### config.mk
export PLATFORM = sky130hd
export DESIGN_NAME = comet_mem_arbiter_flat
export DESIGN_NICKNAME = d
export VERILOG_FILES = /design/src/rtl/comet_mem_arbiter_if.sv /design/src/rtl/comet_mem_arbiter.sv /design/src/flat_wrapper.sv
export SDC_FILE = /design/constraint.sdc
export NUM_CORES = 1
export LEC_CHECK = 0
export CORE_MARGIN = 2
export CORE_UTILIZATION = 40
export DETAILED_ROUTE_END_ITERATION = 8
export PLACE_DENSITY_LB_ADDON = 0.3
export SYNTH_ARGS = -nofsm -noshare
export SYNTH_HDL_FRONTEND = slang
export SYNTH_SLANG_ARGS = --single-unit
### constraint.sdc
create_clock -name mclk -period 3.91 [get_ports mclk]
set_input_delay 0.5865 -clock mclk [delete_from_list [all_inputs] [get_ports mclk]]
set_output_delay 0.5865 -clock mclk [all_outputs]
set_load 0.005 [all_outputs]
### src/rtl/comet_mem_arbiter_if.sv
// Bus bundle between the COMET II CPU, the host loader/debug port and the test RAM.
// master = CPU/host/RAM side, slave = the arbiter.
interface comet_mem_arbiter_if #(
  parameter int AW = 16,
  parameter int DW = 16
);
  logic          cpu_re;
  logic [AW-1:0] cpu_raddr;
  logic [DW-1:0] cpu_rdata;
  logic          cpu_we;
  logic [AW-1:0] cpu_waddr;
  logic [DW-1:0] cpu_wdata;
  logic          cpu_stall;
  logic          host_req;
  logic          host_we;
  logic [AW-1:0] host_addr;
  logic [DW-1:0] host_wdata;
  logic [DW-1:0] host_rdata;
  logic          host_ack;
  logic          host_halt;
  logic          host_halted;
  logic          mem_re;
  logic [AW-1:0] mem_raddr;
  logic [DW-1:0] mem_rdata;
  logic          mem_we;
  logic [AW-1:0] mem_waddr;
  logic [DW-1:0] mem_wdata;

  // Handshake: host_req is a level held with stable fields until host_ack
  // pulses for one cycle; cpu_stall=1 means the CPU holds its request.
  modport master (
    output cpu_re, cpu_raddr, cpu_we, cpu_waddr, cpu_wdata,
    output host_req, host_we, host_addr, host_wdata, host_halt, mem_rdata,
    input  cpu_rdata, cpu_stall, host_rdata, host_ack, host_halted,
    input  mem_re, mem_raddr, mem_we, mem_waddr, mem_wdata
  );

  modport slave (
    input  cpu_re, cpu_raddr, cpu_we, cpu_waddr, cpu_wdata,
    input  host_req, host_we, host_addr, host_wdata, host_halt, mem_rdata,
    output cpu_rdata, cpu_stall, host_rdata, host_ack, host_halted,
    output mem_re, mem_raddr, mem_we, mem_waddr, mem_wdata
  );
endinterface

### src/rtl/comet_mem_arbiter.sv
// Shares the single-cycle test RAM between the CPU (default owner, combinational
// pass-through) and single-word host transfers; the host can also halt the CPU.
module comet_mem_arbiter #(
  parameter int AW       = 16,
  parameter int DW       = 16,
  parameter int MAX_WAIT = 4
) (
  input  logic               mclk,
  input  logic               init,
  comet_mem_arbiter_if.slave bus,
  output logic [1:0]         dbg_state
);
  typedef enum logic [1:0] {
    ST_CPU     = 2'd0,
    ST_H_ISSUE = 2'd1,
    ST_H_DONE  = 2'd2,
    ST_HALT    = 2'd3
  } state_e;

  localparam logic [3:0] WAIT_LIM = 4'(MAX_WAIT);

  state_e        state_q, state_d;
  logic [3:0]    wait_cnt_q, wait_cnt_d;
  logic          h_we_q, h_we_d;
  logic [AW-1:0] h_addr_q, h_addr_d;
  logic [DW-1:0] h_wdata_q, h_wdata_d;
  logic [DW-1:0] host_rdata_q, host_rdata_d;
  logic          grant, capture, mem_re_c, mem_we_c;

  always_ff @(posedge mclk or negedge init) begin
    if (!init) begin
      state_q      <= ST_CPU;
      wait_cnt_q   <= '0;
      h_we_q       <= 1'b0;
      h_addr_q     <= '0;
      h_wdata_q    <= '0;
      host_rdata_q <= '0;
    end else begin
      state_q      <= state_d;
      wait_cnt_q   <= wait_cnt_d;
      h_we_q       <= h_we_d;
      h_addr_q     <= h_addr_d;
      h_wdata_q    <= h_wdata_d;
      host_rdata_q <= host_rdata_d;
    end
  end

  always_comb begin
    state_d          = state_q;
    wait_cnt_d       = wait_cnt_q;
    host_rdata_d     = host_rdata_q;
    capture          = 1'b0;
    mem_re_c         = 1'b0;
    mem_we_c         = 1'b0;
    bus.mem_raddr    = h_addr_q;
    bus.mem_waddr    = h_addr_q;
    bus.mem_wdata    = h_wdata_q;
    bus.cpu_stall    = 1'b1;
    bus.host_ack     = 1'b0;
    bus.host_halted  = 1'b0;
    bus.host_rdata   = host_rdata_q;
    grant = bus.host_req &&
            (bus.host_halt || (!bus.cpu_re && !bus.cpu_we) || wait_cnt_q >= WAIT_LIM);

    case (state_q)
      ST_CPU: begin
        bus.cpu_stall = 1'b0;
        mem_re_c      = bus.cpu_re;
        mem_we_c      = bus.cpu_we;
        bus.mem_raddr = bus.cpu_raddr;
        bus.mem_waddr = bus.cpu_waddr;
        bus.mem_wdata = bus.cpu_wdata;
        if (grant) begin
          capture = 1'b1;
          state_d = ST_H_ISSUE;
        end else if (bus.host_req) begin
          if (wait_cnt_q != 4'hF) wait_cnt_d = wait_cnt_q + 4'd1;
        end else if (bus.host_halt) begin
          state_d = ST_HALT;
        end
      end
      ST_H_ISSUE: begin
        mem_re_c = !h_we_q;
        mem_we_c = h_we_q;
        state_d  = ST_H_DONE;
      end
      ST_H_DONE: begin
        bus.host_ack = 1'b1;
        // Read data arrives now; forward it and keep it for the host.
        if (!h_we_q) begin
          bus.host_rdata = bus.mem_rdata;
          host_rdata_d   = bus.mem_rdata;
        end
        state_d = bus.host_halt ? ST_HALT : ST_CPU;
      end
      ST_HALT: begin
        bus.host_halted = 1'b1;
        if (bus.host_req) begin
          capture = 1'b1;
          state_d = ST_H_ISSUE;
        end else if (!bus.host_halt) begin
          state_d = ST_CPU;
        end
      end
      default: state_d = ST_CPU;
    endcase

    if (!bus.host_req || capture) wait_cnt_d = '0;
    h_we_d    = capture ? bus.host_we    : h_we_q;
    h_addr_d  = capture ? bus.host_addr  : h_addr_q;
    h_wdata_d = capture ? bus.host_wdata : h_wdata_q;
  end

  // Enables are gated by reset directly so nothing reaches the RAM while init=0.
  assign bus.mem_re    = init & mem_re_c;
  assign bus.mem_we    = init & mem_we_c;
  assign bus.cpu_rdata = bus.mem_rdata;
  assign dbg_state     = state_q;
endmodule

### src/flat_wrapper.sv
// flat-port wrapper written by rule: the top's interface ports become plain ports
module comet_mem_arbiter_flat 
#(
  parameter int AW       = 16,
  parameter int DW       = 16,
  parameter int MAX_WAIT = 4
)
  (mclk, init, dbg_state, bus_cpu_re, bus_cpu_raddr, bus_cpu_we, bus_cpu_waddr, bus_cpu_wdata, bus_host_req, bus_host_we, bus_host_addr, bus_host_wdata, bus_host_halt, bus_mem_rdata, bus_cpu_rdata, bus_cpu_stall, bus_host_rdata, bus_host_ack, bus_host_halted, bus_mem_re, bus_mem_raddr, bus_mem_we, bus_mem_waddr, bus_mem_wdata);
  comet_mem_arbiter_if #(.AW(AW), .DW(DW)) bus_i ();
  input  logic mclk;
  input  logic init;
  output logic [1:0] dbg_state;
  input wire logic [$bits(bus_i.cpu_re)-1:0] bus_cpu_re;
  input wire logic [$bits(bus_i.cpu_raddr)-1:0] bus_cpu_raddr;
  input wire logic [$bits(bus_i.cpu_we)-1:0] bus_cpu_we;
  input wire logic [$bits(bus_i.cpu_waddr)-1:0] bus_cpu_waddr;
  input wire logic [$bits(bus_i.cpu_wdata)-1:0] bus_cpu_wdata;
  input wire logic [$bits(bus_i.host_req)-1:0] bus_host_req;
  input wire logic [$bits(bus_i.host_we)-1:0] bus_host_we;
  input wire logic [$bits(bus_i.host_addr)-1:0] bus_host_addr;
  input wire logic [$bits(bus_i.host_wdata)-1:0] bus_host_wdata;
  input wire logic [$bits(bus_i.host_halt)-1:0] bus_host_halt;
  input wire logic [$bits(bus_i.mem_rdata)-1:0] bus_mem_rdata;
  output wire logic [$bits(bus_i.cpu_rdata)-1:0] bus_cpu_rdata;
  output wire logic [$bits(bus_i.cpu_stall)-1:0] bus_cpu_stall;
  output wire logic [$bits(bus_i.host_rdata)-1:0] bus_host_rdata;
  output wire logic [$bits(bus_i.host_ack)-1:0] bus_host_ack;
  output wire logic [$bits(bus_i.host_halted)-1:0] bus_host_halted;
  output wire logic [$bits(bus_i.mem_re)-1:0] bus_mem_re;
  output wire logic [$bits(bus_i.mem_raddr)-1:0] bus_mem_raddr;
  output wire logic [$bits(bus_i.mem_we)-1:0] bus_mem_we;
  output wire logic [$bits(bus_i.mem_waddr)-1:0] bus_mem_waddr;
  output wire logic [$bits(bus_i.mem_wdata)-1:0] bus_mem_wdata;
  assign bus_i.cpu_re = bus_cpu_re;
  assign bus_i.cpu_raddr = bus_cpu_raddr;
  assign bus_i.cpu_we = bus_cpu_we;
  assign bus_i.cpu_waddr = bus_cpu_waddr;
  assign bus_i.cpu_wdata = bus_cpu_wdata;
  assign bus_i.host_req = bus_host_req;
  assign bus_i.host_we = bus_host_we;
  assign bus_i.host_addr = bus_host_addr;
  assign bus_i.host_wdata = bus_host_wdata;
  assign bus_i.host_halt = bus_host_halt;
  assign bus_i.mem_rdata = bus_mem_rdata;
  assign bus_cpu_rdata = bus_i.cpu_rdata;
  assign bus_cpu_stall = bus_i.cpu_stall;
  assign bus_host_rdata = bus_i.host_rdata;
  assign bus_host_ack = bus_i.host_ack;
  assign bus_host_halted = bus_i.host_halted;
  assign bus_mem_re = bus_i.mem_re;
  assign bus_mem_raddr = bus_i.mem_raddr;
  assign bus_mem_we = bus_i.mem_we;
  assign bus_mem_waddr = bus_i.mem_waddr;
  assign bus_mem_wdata = bus_i.mem_wdata;
  comet_mem_arbiter #(.AW(AW), .DW(DW), .MAX_WAIT(MAX_WAIT)) u_core (.mclk(mclk), .init(init), .bus(bus_i), .dbg_state(dbg_state));
endmodule
; ---- Word-level counts from Yosys, hierarchy flattened
; Cells that the tools add are included.
[classes]
n_addsub = 1
n_lt_le_gt_ge = 1
eq_ne = 8
mux = 25
bitwise = 2
reduce_logical = 15
[ops]
columns = operator, count
row1 = $mux W16, 5
row2 = $mux W4, 5
row3 = $mux W2, 6
row4 = $pmux W2 S4, 1
row5 = $ne A3 B2 Y1 const B, 2
row6 = $pmux W1 S2, 3
row7 = $reduce_bool A2 Y1, 3
row8 = $mux W1, 5
row9 = $add A4 B1 Y4 const B, 1
row10 = $eq A2 B2 Y1 const B, 2
row11 = $ge A4 B3 Y1 const B, 1
row12 = $logic_not A1 Y1, 4
row13 = $ne A4 B4 Y1 const B, 1
row14 = $reduce_and A4 Y1, 1
row15 = $logic_or A1 B1 Y1, 3
row16 = $ne A3 B3 Y1 const B, 1
row17 = $reduce_and A3 Y1, 1
row18 = $and A1 B1 Y1, 2
row19 = $eq A2 B1 Y1 const B, 1
row20 = $logic_and A1 B1 Y1, 2
row21 = $logic_not A2 Y1, 1
row22 = $ne A2 B2 Y1 const B, 1
[totals]
ff_bits = 55
in_bits = 103
out_inout_bits = 87
elab_cells = 58

; ---- Depth between registers and ports, before layout
[depth]
ltp_word = 10
depth_mapped = 8
mapped_depth_nobuf = 6

; ---- Worst setup path before layout
; Ideal clock, no wire load.
[synth_timing]
kind = register -> output
startpoint = register u_core.state_q[0] (netlist: u_core.dbg_state[0])
endpoint = output port bus_host_rdata[0]
arrival_time_ps = 1640
required_time_ps = 3323
path_slack_ps = 1684
stages_incl_launch_ff = 7
cell_sequence = dfrtp_1 > inv_1 > ha_1 > nand2b_1 > clkbuf_1 > buf_2 > mux2_2
[synth_between]
elab_chain_len = 2
[synth_lines]
columns = element, line
row1 = start: declaration, comet_mem_arbiter.sv:22  ; state_e state_q, state_d;
row2 = start signal: assignment, comet_mem_arbiter.sv:39  ; state_q <= state_d;
row3 = $eq A2 B2 Y1, comet_mem_arbiter.sv:65  ; case (state_q)
row4 = $mux W16, -
row5 = end: declaration, flat_wrapper.sv:26  ; output wire logic [$bits(bus_i.host_rdata)-1:0] bus_host_rdata;
; No other way between the ends.

; ---- Worst setup path in the final report
[layout_timing]
startpoint = register u_core.state_q[0] (netlist: u_core.dbg_state[0])
endpoint = output port bus_host_rdata[11]
; Same word-level chain as after synthesis.

==> metrics <==
Starting Density=0.419; Post-CTS Hold Fix Bufs=0; Max-Cap Viols=0; Tcrit/Tclk final=0.792; Core Box Area=7330 um^2; die area=8390 um^2; Fin Hold WS=0.193 ns; clock buffer depth=2; GPL Wtd Cong=0.845; Syn Area/Cell=11.2 um^2; CP arrival=2.51 ns; CP Cell Sequence=inv_1 -> ha_1 -> nand2b_1 -> mux2_2 -> clkdlybuf4s50_1; detailed placer's ending HPWL=6410 um; H-tree Lvls=2; top-area cell type share of the netlist area=0.449; YS warnings=0; Final Util=0.680; ys async rst share=1.00; Die H=91.6 um; minimum clock period=3.10 ns; clk root buf=clkbuf_8; clk_skew=0.00263 ns; Slowest-stage cell, CP=nand2b_1; crit path max fanout=16; DRT iter0 DRCs=42; worst slew pin tran=0.743 ns; number of remaining DRC errors=0; post-CTS setup buffers=0; setup TNS=0 ns; predominant post-synthesis flop cell=dfrtp_1; Final nets=553; crit path kind=reg2out; Placed Area=4890 um^2; Overall Power=3.75 mW; Ant. Diodes=0; Buf/Inv on CP=2; # rows=31; dominant cells by area after synthesis=dfrtp_1 45%, mux2_4 15%, mux2_2 13%, nand2_1 10%, buf_4 3.9%; leakage=2.26 nW; crit-path max cell delay=0.55 ns; clk_lat worst skew=0.30 ns; Avg Vias per Cell=4.72; final-report setup violation count=0; Clock Pin Slew Worst Setup and Hold Paths=0.09 ns; max frequency=323 MHz; Mapped Area=3070 um^2; RSZ-0062 raised after global routing=no; Slew HR=0.504; P&R area growth vs syn=62.4%; initial antenna violation count=0; Worst EP required=3.32 ns; design area=4980 um^2; delay-heaviest family, CP=buffers and inverters; PD cells=753 nW/um^2; clock sink count=55; Port Buffers=189; total CTS buffers=5; Die Wd=91.6 um; number of synthesized flops with an enable pin=0; global-route wire length before repair=12800 um; Seq cells post-synth=55; top-level port count=190; Final Hold Fails=0; WL final=8010 um; TritonCTS clock tree=done; Mapped Nets=383; area leader, netlist=dfrtp_1; Final Max Tran Viols=0; nature of the critical path endpoint=output pin; Hold Path Class=in2async; crit start category=flip-flop; largest net degree at the start of global routing=57; share of cells above drive strength 1=0.184; number of global-route vias before repair=2682; Synth Instances=275; total track usage=0.191; number of library cell types mapped by synthesis=35; VDD IR max=0.334 mV; Remaining Overflow, GRT=0; post-cts sizing count=0; sequential fraction of the synthesis area=0.449; WL/cell=14.7 um; total number of vias=2573; post-route ant nets=0; first drt pass iteration count=4; status=complete, no violations
routing by layer:
| layer | global-route usage | part of all wire | vias to the layer above |
|---|---|---|---|
| met2 | 0.354 | 0.53 | 102 |
| met1 | 0.212 | 0.39 | 1216 |
| met4 | 0.0657 | 0.021 | 0 |
| li1 | - | - | 1241 |
| met3 | 0.0432 | 0.058 | 14 |
| met5 | 0 | 0 | - |
synth_stat cells, types with 3 or more instances:
cell / instances
buf_1: 3
dfrtp_1: 55
mux2_4: 30
ha_1: 5
a21oi_1: 5
buf_12: 3
clkbuf_1: 4
o21ai_0: 3
nand2_1: 84
inv_1: 3
mux2_2: 35
buf_4: 16
nor2_1: 3
cell families after synthesis:
family,count (synthesis),synth area share
muxes,66,0.279
AOI/OAI and AO/OA,19,0.0445
adders and majority gates,5,0.0204
and+or+nand+nor,97,0.129
buffers and inverters,33,0.0791
DFF,55,0.449
cell usage in the layout, fill, tap and decap left out, types with 2 or more instances in the layout:
cell / synthesis / final
nand2_1: 84 / 84
mux2_2: 35 / 35
mux2_4: 30 / 30
nor2_1: 3 / 3
a221oi_1: 2 / 2
ha_1: 5 / 4
nand2b_1: 2 / 2
inv_1: 3 / 3
o21ai_0: 3 / 3
buf_4: 16 / 2
dfrtp_1: 55 / 55
clkbuf_8: 0 / 6
clkdlybuf4s50_1: 0 / 188
a21oi_1: 5 / 5
nor2b_1: 2 / 2
final cells by class:
class / instances / area, um^2
timing repair buffer: 192 / 1920
fill: 556 / 2350
inverter: 4 / 15.0
clock buffer: 7 / 86.3
tap: 99 / 124
clock inverter: 1 / 8.76
sequential: 55 / 1380
multi-input combinational: 187 / 1450
flip-flops by register name, indices dropped and copies added, names as in the netlist:
signal	flops
u_core.h_wdata_q	16
u_core.h_addr_q	16
u_core.h_we_q	1
u_core.host_rdata_q	16
u_core.wait_cnt_q	4
u_core.dbg_state	2
through the flow:
step / setup WS [ns] / cells
2_1_floorplan: 1.68 / 275
3_3_place_gp: 0.970 / 537
3_5_place_dp: 0.948 / 537
4_1_cts: 0.761 / 545
5_1_grt: 0.623 / 545
6_report: 0.815 / 545
power breakdown:
group          internal (mW)  switching (mW)
combinational           1.57           0.872
clock                  0.145           0.174
sequential             0.848           0.143
total                   2.56            1.19
path summary, 6_finish.rpt:
kind | startpoint | cells after the start | slack, ns | end
max | u_core.dbg_state[0] | 5 | 0.81 | bus_host_rdata[11]
min | init | 1 | 0.19 | u_core.host_rdata_q[8]
max reg2reg | u_core.dbg_state[1] | 8 | 1.20 | u_core.h_wdata_q[0]
min reg2reg | u_core.host_rdata_q[3] | 1 | 0.50 | u_core.host_rdata_q[3]
max in group asynchronous | init | 2 | 2.90 | u_core.h_wdata_q[9]
min in group mclk | u_core.host_rdata_q[3] | 1 | 0.50 | u_core.host_rdata_q[3]
No activity file was read; power rests on OpenSTA's default activity.
